File: src/rtl/averager_readout.sv
// averager_readout: streams the accumulated sums out of the averager BRAM as
// one AXI4-Stream frame per start, and latches the n_avg belonging to it.
//
// state   | meaning
// S_IDLE  | waiting for start
// S_READ  | issuing one BRAM read per cycle while FIFO credits remain
// S_DRAIN | all reads issued; waiting for the tlast handshake
module averager_readout #(
   parameter int ADDR_WIDTH   = 7,
   parameter int DATA_WIDTH   = 32,
   parameter int N_AVG_WIDTH  = 10,
   parameter int BRAM_LATENCY = 2
) (
   input  logic                   clk,
   input  logic                   resetn,
   input  logic                   start,
   input  logic [ADDR_WIDTH-1:0]  last_addr,
   input  logic [N_AVG_WIDTH-1:0] n_avg,
   output logic                   bram_en,
   output logic [ADDR_WIDTH-1:0]  bram_addr,
   input  logic [DATA_WIDTH-1:0]  bram_rdata,
   output logic [DATA_WIDTH-1:0]  m_axis_tdata,
   output logic                   m_axis_tvalid,
   input  logic                   m_axis_tready,
   output logic                   m_axis_tlast,
   output logic [N_AVG_WIDTH-1:0] n_avg_latched,
   output logic                   busy,
   output logic                   done,
   output logic                   overrun
);

   // FIFO sized so a full BRAM pipeline plus one word held at the head and
   // one being popped never runs out of room at full throughput.
   localparam int DEPTH = BRAM_LATENCY + 2;
   localparam int CW    = $clog2(DEPTH + 1);
   localparam int PW    = $clog2(DEPTH);
   localparam logic [PW-1:0] PTR_LAST = PW'(DEPTH - 1);
   localparam logic [CW:0]   DEPTH_V  = (CW + 1)'(DEPTH);

   typedef enum logic [1:0] {
      S_IDLE  = 2'd0,
      S_READ  = 2'd1,
      S_DRAIN = 2'd2
   } state_t;

   state_t                  r_state;
   logic [ADDR_WIDTH-1:0]   r_rd_addr;
   logic [ADDR_WIDTH-1:0]   r_last_addr;
   logic [N_AVG_WIDTH-1:0]  r_n_avg;
   logic                    r_done;
   logic                    r_overrun;

   logic [BRAM_LATENCY-1:0] r_pv;
   logic [BRAM_LATENCY-1:0] r_plast;

   logic [DATA_WIDTH-1:0]   r_fifo_data [DEPTH];
   logic [DEPTH-1:0]        r_fifo_last;
   logic [PW-1:0]           r_wptr;
   logic [PW-1:0]           r_rptr;
   logic [CW-1:0]           r_count;

   logic [CW-1:0]           w_inflight;
   logic [CW:0]             w_used;
   logic                    w_issue;
   logic                    w_is_last_rd;
   logic                    w_wr;
   logic                    w_wr_last;
   logic                    w_tvalid;
   logic                    w_head_last;
   logic                    w_pop;

   // Reads in flight: one valid bit per BRAM pipeline stage.
   always_comb begin
      w_inflight = '0;
      for (int i = 0; i < BRAM_LATENCY; i++) begin
         w_inflight = w_inflight + CW'(r_pv[i]);
      end
   end

   assign w_used       = {1'b0, r_count} + {1'b0, w_inflight};
   assign w_issue      = (r_state == S_READ) && (w_used < DEPTH_V);
   assign w_is_last_rd = (r_rd_addr == r_last_addr);
   assign w_wr         = r_pv[BRAM_LATENCY-1];
   assign w_wr_last    = r_plast[BRAM_LATENCY-1];
   assign w_tvalid     = (r_count != '0);
   assign w_head_last  = r_fifo_last[r_rptr];
   assign w_pop        = w_tvalid && m_axis_tready;

   assign bram_en       = w_issue;
   assign bram_addr     = w_issue ? r_rd_addr : '0;
   assign m_axis_tvalid = w_tvalid;
   assign m_axis_tdata  = w_tvalid ? r_fifo_data[r_rptr] : '0;
   assign m_axis_tlast  = w_tvalid && w_head_last;
   assign n_avg_latched = r_n_avg;
   assign busy          = (r_state != S_IDLE);
   assign done          = r_done;
   assign overrun       = r_overrun;

   // Frame sequencing: start acceptance, read address walk, done and overrun.
   always_ff @(posedge clk) begin
      if (!resetn) begin
         r_state     <= S_IDLE;
         r_rd_addr   <= '0;
         r_last_addr <= '0;
         r_n_avg     <= '0;
         r_done      <= 1'b0;
         r_overrun   <= 1'b0;
      end else begin
         r_done <= 1'b0;
         if (start && (r_state != S_IDLE)) begin
            r_overrun <= 1'b1;
         end
         case (r_state)
            S_IDLE: begin
               if (start) begin
                  r_state     <= S_READ;
                  r_n_avg     <= n_avg;
                  r_last_addr <= last_addr;
                  r_rd_addr   <= '0;
               end
            end
            S_READ: begin
               if (w_issue) begin
                  // Wraps to 0 after the top address; never issued from there.
                  r_rd_addr <= r_rd_addr + 1'b1;
                  if (w_is_last_rd) begin
                     r_state <= S_DRAIN;
                  end
               end
            end
            S_DRAIN: begin
               if (w_pop && w_head_last) begin
                  r_state <= S_IDLE;
                  r_done  <= 1'b1;
               end
            end
            default: r_state <= S_IDLE;
         endcase
      end
   end

   // BRAM read pipeline tracking: marks which cycle returns a requested word.
   always_ff @(posedge clk) begin
      if (!resetn) begin
         r_pv    <= '0;
         r_plast <= '0;
      end else begin
         r_pv[0]    <= w_issue;
         r_plast[0] <= w_issue && w_is_last_rd;
         for (int i = 1; i < BRAM_LATENCY; i++) begin
            r_pv[i]    <= r_pv[i-1];
            r_plast[i] <= r_plast[i-1];
         end
      end
   end

   // Output FIFO pointers and occupancy.
   always_ff @(posedge clk) begin
      if (!resetn) begin
         r_wptr  <= '0;
         r_rptr  <= '0;
         r_count <= '0;
      end else begin
         if (w_wr) begin
            r_wptr <= (r_wptr == PTR_LAST) ? '0 : r_wptr + 1'b1;
         end
         if (w_pop) begin
            r_rptr <= (r_rptr == PTR_LAST) ? '0 : r_rptr + 1'b1;
         end
         case ({w_wr, w_pop})
            2'b10:   r_count <= r_count + 1'b1;
            2'b01:   r_count <= r_count - 1'b1;
            default: r_count <= r_count;
         endcase
      end
   end

   // Output FIFO storage; contents are masked by occupancy so need no reset.
   always_ff @(posedge clk) begin
      if (w_wr) begin
         r_fifo_data[r_wptr] <= bram_rdata;
         r_fifo_last[r_wptr] <= w_wr_last;
      end
   end

endmodule

File: config.mk
export PLATFORM = sky130hd
export DESIGN_NAME = averager_readout
export DESIGN_NICKNAME = d
export VERILOG_FILES = /design/src/rtl/averager_readout.sv
export SDC_FILE = /design/constraint.sdc
export NUM_CORES = 1
export LEC_CHECK = 0
export ABC_AREA = 0
export CORE_ASPECT_RATIO = 2
export CORE_MARGIN = 3
export CORE_UTILIZATION = 39
export CTS_CLUSTER_SIZE = 40
export DETAILED_ROUTE_END_ITERATION = 10
export GPL_TIMING_DRIVEN = 0
export MAX_ROUTING_LAYER = met4
export PLACE_DENSITY_LB_ADDON = 0.05
export SETUP_SLACK_MARGIN = 0.15
export SYNTH_ARGS = -nofsm -noshare
export SYNTH_HDL_FRONTEND = slang
export SYNTH_SLANG_ARGS = --single-unit
File: constraint.sdc
create_clock -name clk -period 1.8 [get_ports clk]
set_clock_uncertainty 0.1 [all_clocks]
set_input_delay 0.36 -clock clk [delete_from_list [all_inputs] [get_ports clk]]
set_output_delay 0.36 -clock clk [all_outputs]
set_load 0.02 [all_outputs]
==> impl_metrics.csv <==
group,metric,value,unit
status,status,"finished, violations left",
status,violations,"setup timing",
detailed_routing,num_vias,4030,
layout,layout_commonest_cell,"edfxtp_1",
timing,fmax,0.417,GHz
floorplan,core,16900,µm²
global_route,track_usage,16.4,%
global_route,grt_max_degree,34,
pwr,power_frac_comb,25.5,%
clock_network,holdBufCountCts,0,
global_route,grt_pass1_wl,22700,µm
critical_path,worstPathArrival,1.94,ns
floorplan,die_area,19200,µm²
pwr,p_seq_share,42.9,%
placement,hpwl,9440,µm
clock_network,cts_root_buffer,"clkbuf_16",
timing,worst_pin_slew,0.570,ns
layout,fillers,1423,
timing,fin_ws,-0.601,ns
floorplan,initial_utilization,40.2,%
critical_path,end_kind,"output pin",
layout,drive_above_1_share,38.7,%
synthesis,synth_edf_count,132,
critical_path,crit_path_cell_trace,"clkbuf_16 -> buf_12 -> buf_12 -> mux4_2 -> and2_4 -> buf_6",
layout,n_antenna_cell,0,
placement,gp_congestion,0.809,
global_route,grt-ovfl-total,0,
pwr,p_int,7.81,mW
pwr,netSwitchingFraction,25.6,%
detailed_routing,totalWireLength,14800,µm
clock_network,cts_sinks,173,
synthesis,netlist_area,6810,µm²
floorplan,fp-row-count,67,
critical_path,crit_type,"register to output pin",
timing,hold_viol_final,0,
critical_path,cp-start-kind,"register",
synthesis,avgSynthCellArea,16.2,µm²
clock_network,htree_levels,4,
synthesis,synth_seq_area_share,70.3,%
layout,stdcell_area,9520,µm²
floorplan,die_y,193,µm
timing,final.setup.tns,-22.97,ns
synthesis,synth_seq_cells,173,
critical_path,crit-reg2reg-capture,"r_count[2]",
pwr,switching_power,2.69,mW
pwr,irDropWorstVdd,675,µV
timing,rsz0062_at_grt,"true",
critical_path,reg2reg_depth,11,
placement,port_buffers,107,
pwr,power.density,1100,nW/µm²
flow_run,cap_violations,0,
synthesis,synth_top_cell_by_area,"edfxtp_1",
detailed_routing,first_pass_iters,4,
detailed_routing,drc,0,
global_route,antenna_found_initial,0,
synthesis,async_reset_ff_share,0,%
clock_network,clkSlewWorstSetupHoldPaths,0.07,ns
synthesis,yosysTopAreaCellShare,58.2,%
critical_path,crit_buf_inv,4,
detailed_routing,wl_per_cell,18.6,µm
timing,min_period,2.40,ns
critical_path,max_stage_delay,0.50,ns
worst_hold_path,hp-class,"register to register",
pwr,p_total,10.5,mW
critical_path,reg2reg_from,"r_count[0]",
timing,period_share,133,%
critical_path,path_common_cell,"buf_12",
synthesis,ys_warn_count,0,
critical_path,rrSetupSlack,-0.36,ns
layout,final_cells,799,
layout,mostFrequentLayoutCells,"edfxtp_1, buf_6, clkdlybuf4s50_1",
timing,maxSlewViolCount,0,
clock_network,clk_latency,0.42,ns
synthesis,syn_inst,420,
clock_network,cts_tree,"built",
detailed_routing,ant_nets,0,
layout,final_nets,641,
critical_path,critical_path_required,1.34,ns
synthesis,ys_types,37,
critical_path,path_delay_family,"buffers and inverters",
synthesis,ys.flop_type,"edfxtp_1",
placement,dp.cells,734,
critical_path,critical_path.endpoint,"m_axis_tdata[7]",
global_route,grt_pass1_vias,4268,
synthesis,synthTopCellsByArea,"edfxtp_1, dfxtp_1, mux4_2",
timing,setup_viol,49,
clock_network,cts_buffer_depth,2,
floorplan,pin_count,108,
critical_path,path_max_fanout,5,
pwr,p_clk_share,31.5,%
layout,area_delta_synth_final,39.8,%
clock_network,numCtsBuffers,17,
critical_path,crit_cells,6,
detailed_routing,drt_iter0_drc,142,
placement,place_area,8390,µm²
timing,slew_headroom,62.0,%
detailed_routing,routed_via_density,5.04,
synthesis,synth.net_count,482,
critical_path,cpMaxStageDelayCell,"mux4_2",
pwr,power_leakage,3.40,nW
floorplan,die_x,99.4,µm
-- power by group through the flow --
stage / Clock [mW] / Combinational [mW] / Sequential (mW)
global route: 3.57 / 2.87 / 4.52
CTS: 3.40 / 2.62 / 4.50
floorplan: 0 / 1.26 / 4.59
detailed placement: 0 / 2.06 / 4.59
global placement: 0 / 2.05 / 4.58
finish: 3.31 / 2.68 / 4.51
-- metal layers --
layer  track usage, %  routed length (µm)
met4             6.89                 261
met5                -                   0
met1             16.6                5360
met2             30.1                8690
met3             3.44                 535
-- stage by stage --
stage	hold slack [ns]	setup slack [ns]	util, %
6_report	0.345	-0.601	56.2
5_1_grt	0.359	-0.668	56.2
4_1_cts	0.346	-0.647	55.4
3_5_place_dp	0.329	-1.01	49.6
3_3_place_gp	0.315	-1.03	49.6
2_1_floorplan	0.312	-0.0190	-
-- cell usage after synthesis, types with 5 or more instances --
master	count
xnor2_1	5
buf_2	7
a21oi_1	8
dfxtp_1	41
clkbuf_1	13
edfxtp_1	132
a21boi_0	21
and2_1	51
nand4_1	5
ha_1	8
nand2_1	42
mux4_2	33
or3_1	7
o21ai_0	6
inv_1	9
-- state kept, by name, indices dropped and copies added (netlist names), named ones only --
register       count
r_pv               2
r_wptr             2
r_rd_addr          7
overrun            1
done               1
r_count            3
r_fifo_data      128
r_fifo_last        4
r_state            2
n_avg_latched     10
r_plast            2
r_last_addr        7
r_rptr             2
-- what timing repair did --
action | 4_1_cts | 5_1_grt
gates cloned | 4 | 3
setup endpoints to repair | 208 | 95
setup buffers | 19 | 7
pin swaps | 22 | 17
gates resized for setup | 318 | 24
-- area by class of cell --
cell class,instances,area [µm²],area share [%]
repair buffers,139,1480,15.5
well taps,207,259,2.72
clock buffers,20,447,4.69
clock inverters,12,85.1,0.894
multi-input cells,218,2130,22.4
plain buffers,21,279,2.93
inverters,9,36.3,0.381
flip-flops and latches,173,4810,50.5
-- logic make-up after synthesis --
group                    after synthesis  synth area share, %
AND/OR/NAND/NOR                      124                 9.87
AO/OA/AOI/OAI                         41                 4.08
flip-flops                           173                 70.3
multiplexers                          34                 11.1
buffers and inverters                 30                 1.78
XOR/XNOR                               9                 1.16
adder cells (fa/ha/maj)                9                 1.76
-- worst min-delay path by stage --
stage                           from          to  slack [ns]  cells after the start
final                     r_plast[0]  r_plast[1]        0.34                      1
after detailed placement  r_plast[0]  r_plast[1]        0.33                      1
after floorplan           r_plast[0]  r_plast[1]        0.31                      1
after global routing      r_plast[0]  r_plast[1]        0.36                      1
after global placement    r_plast[0]  r_plast[1]        0.32                      1
after CTS                 r_plast[0]  r_plast[1]        0.35                      1
-- worst reg2reg max path, cell delays in order, from the launching register on --
cell      delay (ns)
dfxtp_4         0.36
or3_4           0.40
buf_6           0.13
buf_6           0.11
nand2_4         0.06
inv_4           0.04
ha_4            0.15
inv_2           0.05
fa_2            0.18
xor2_1          0.06
or3_1           0.31
a21boi_1        0.14
Note: power is estimated with default switching activity, not from simulation.
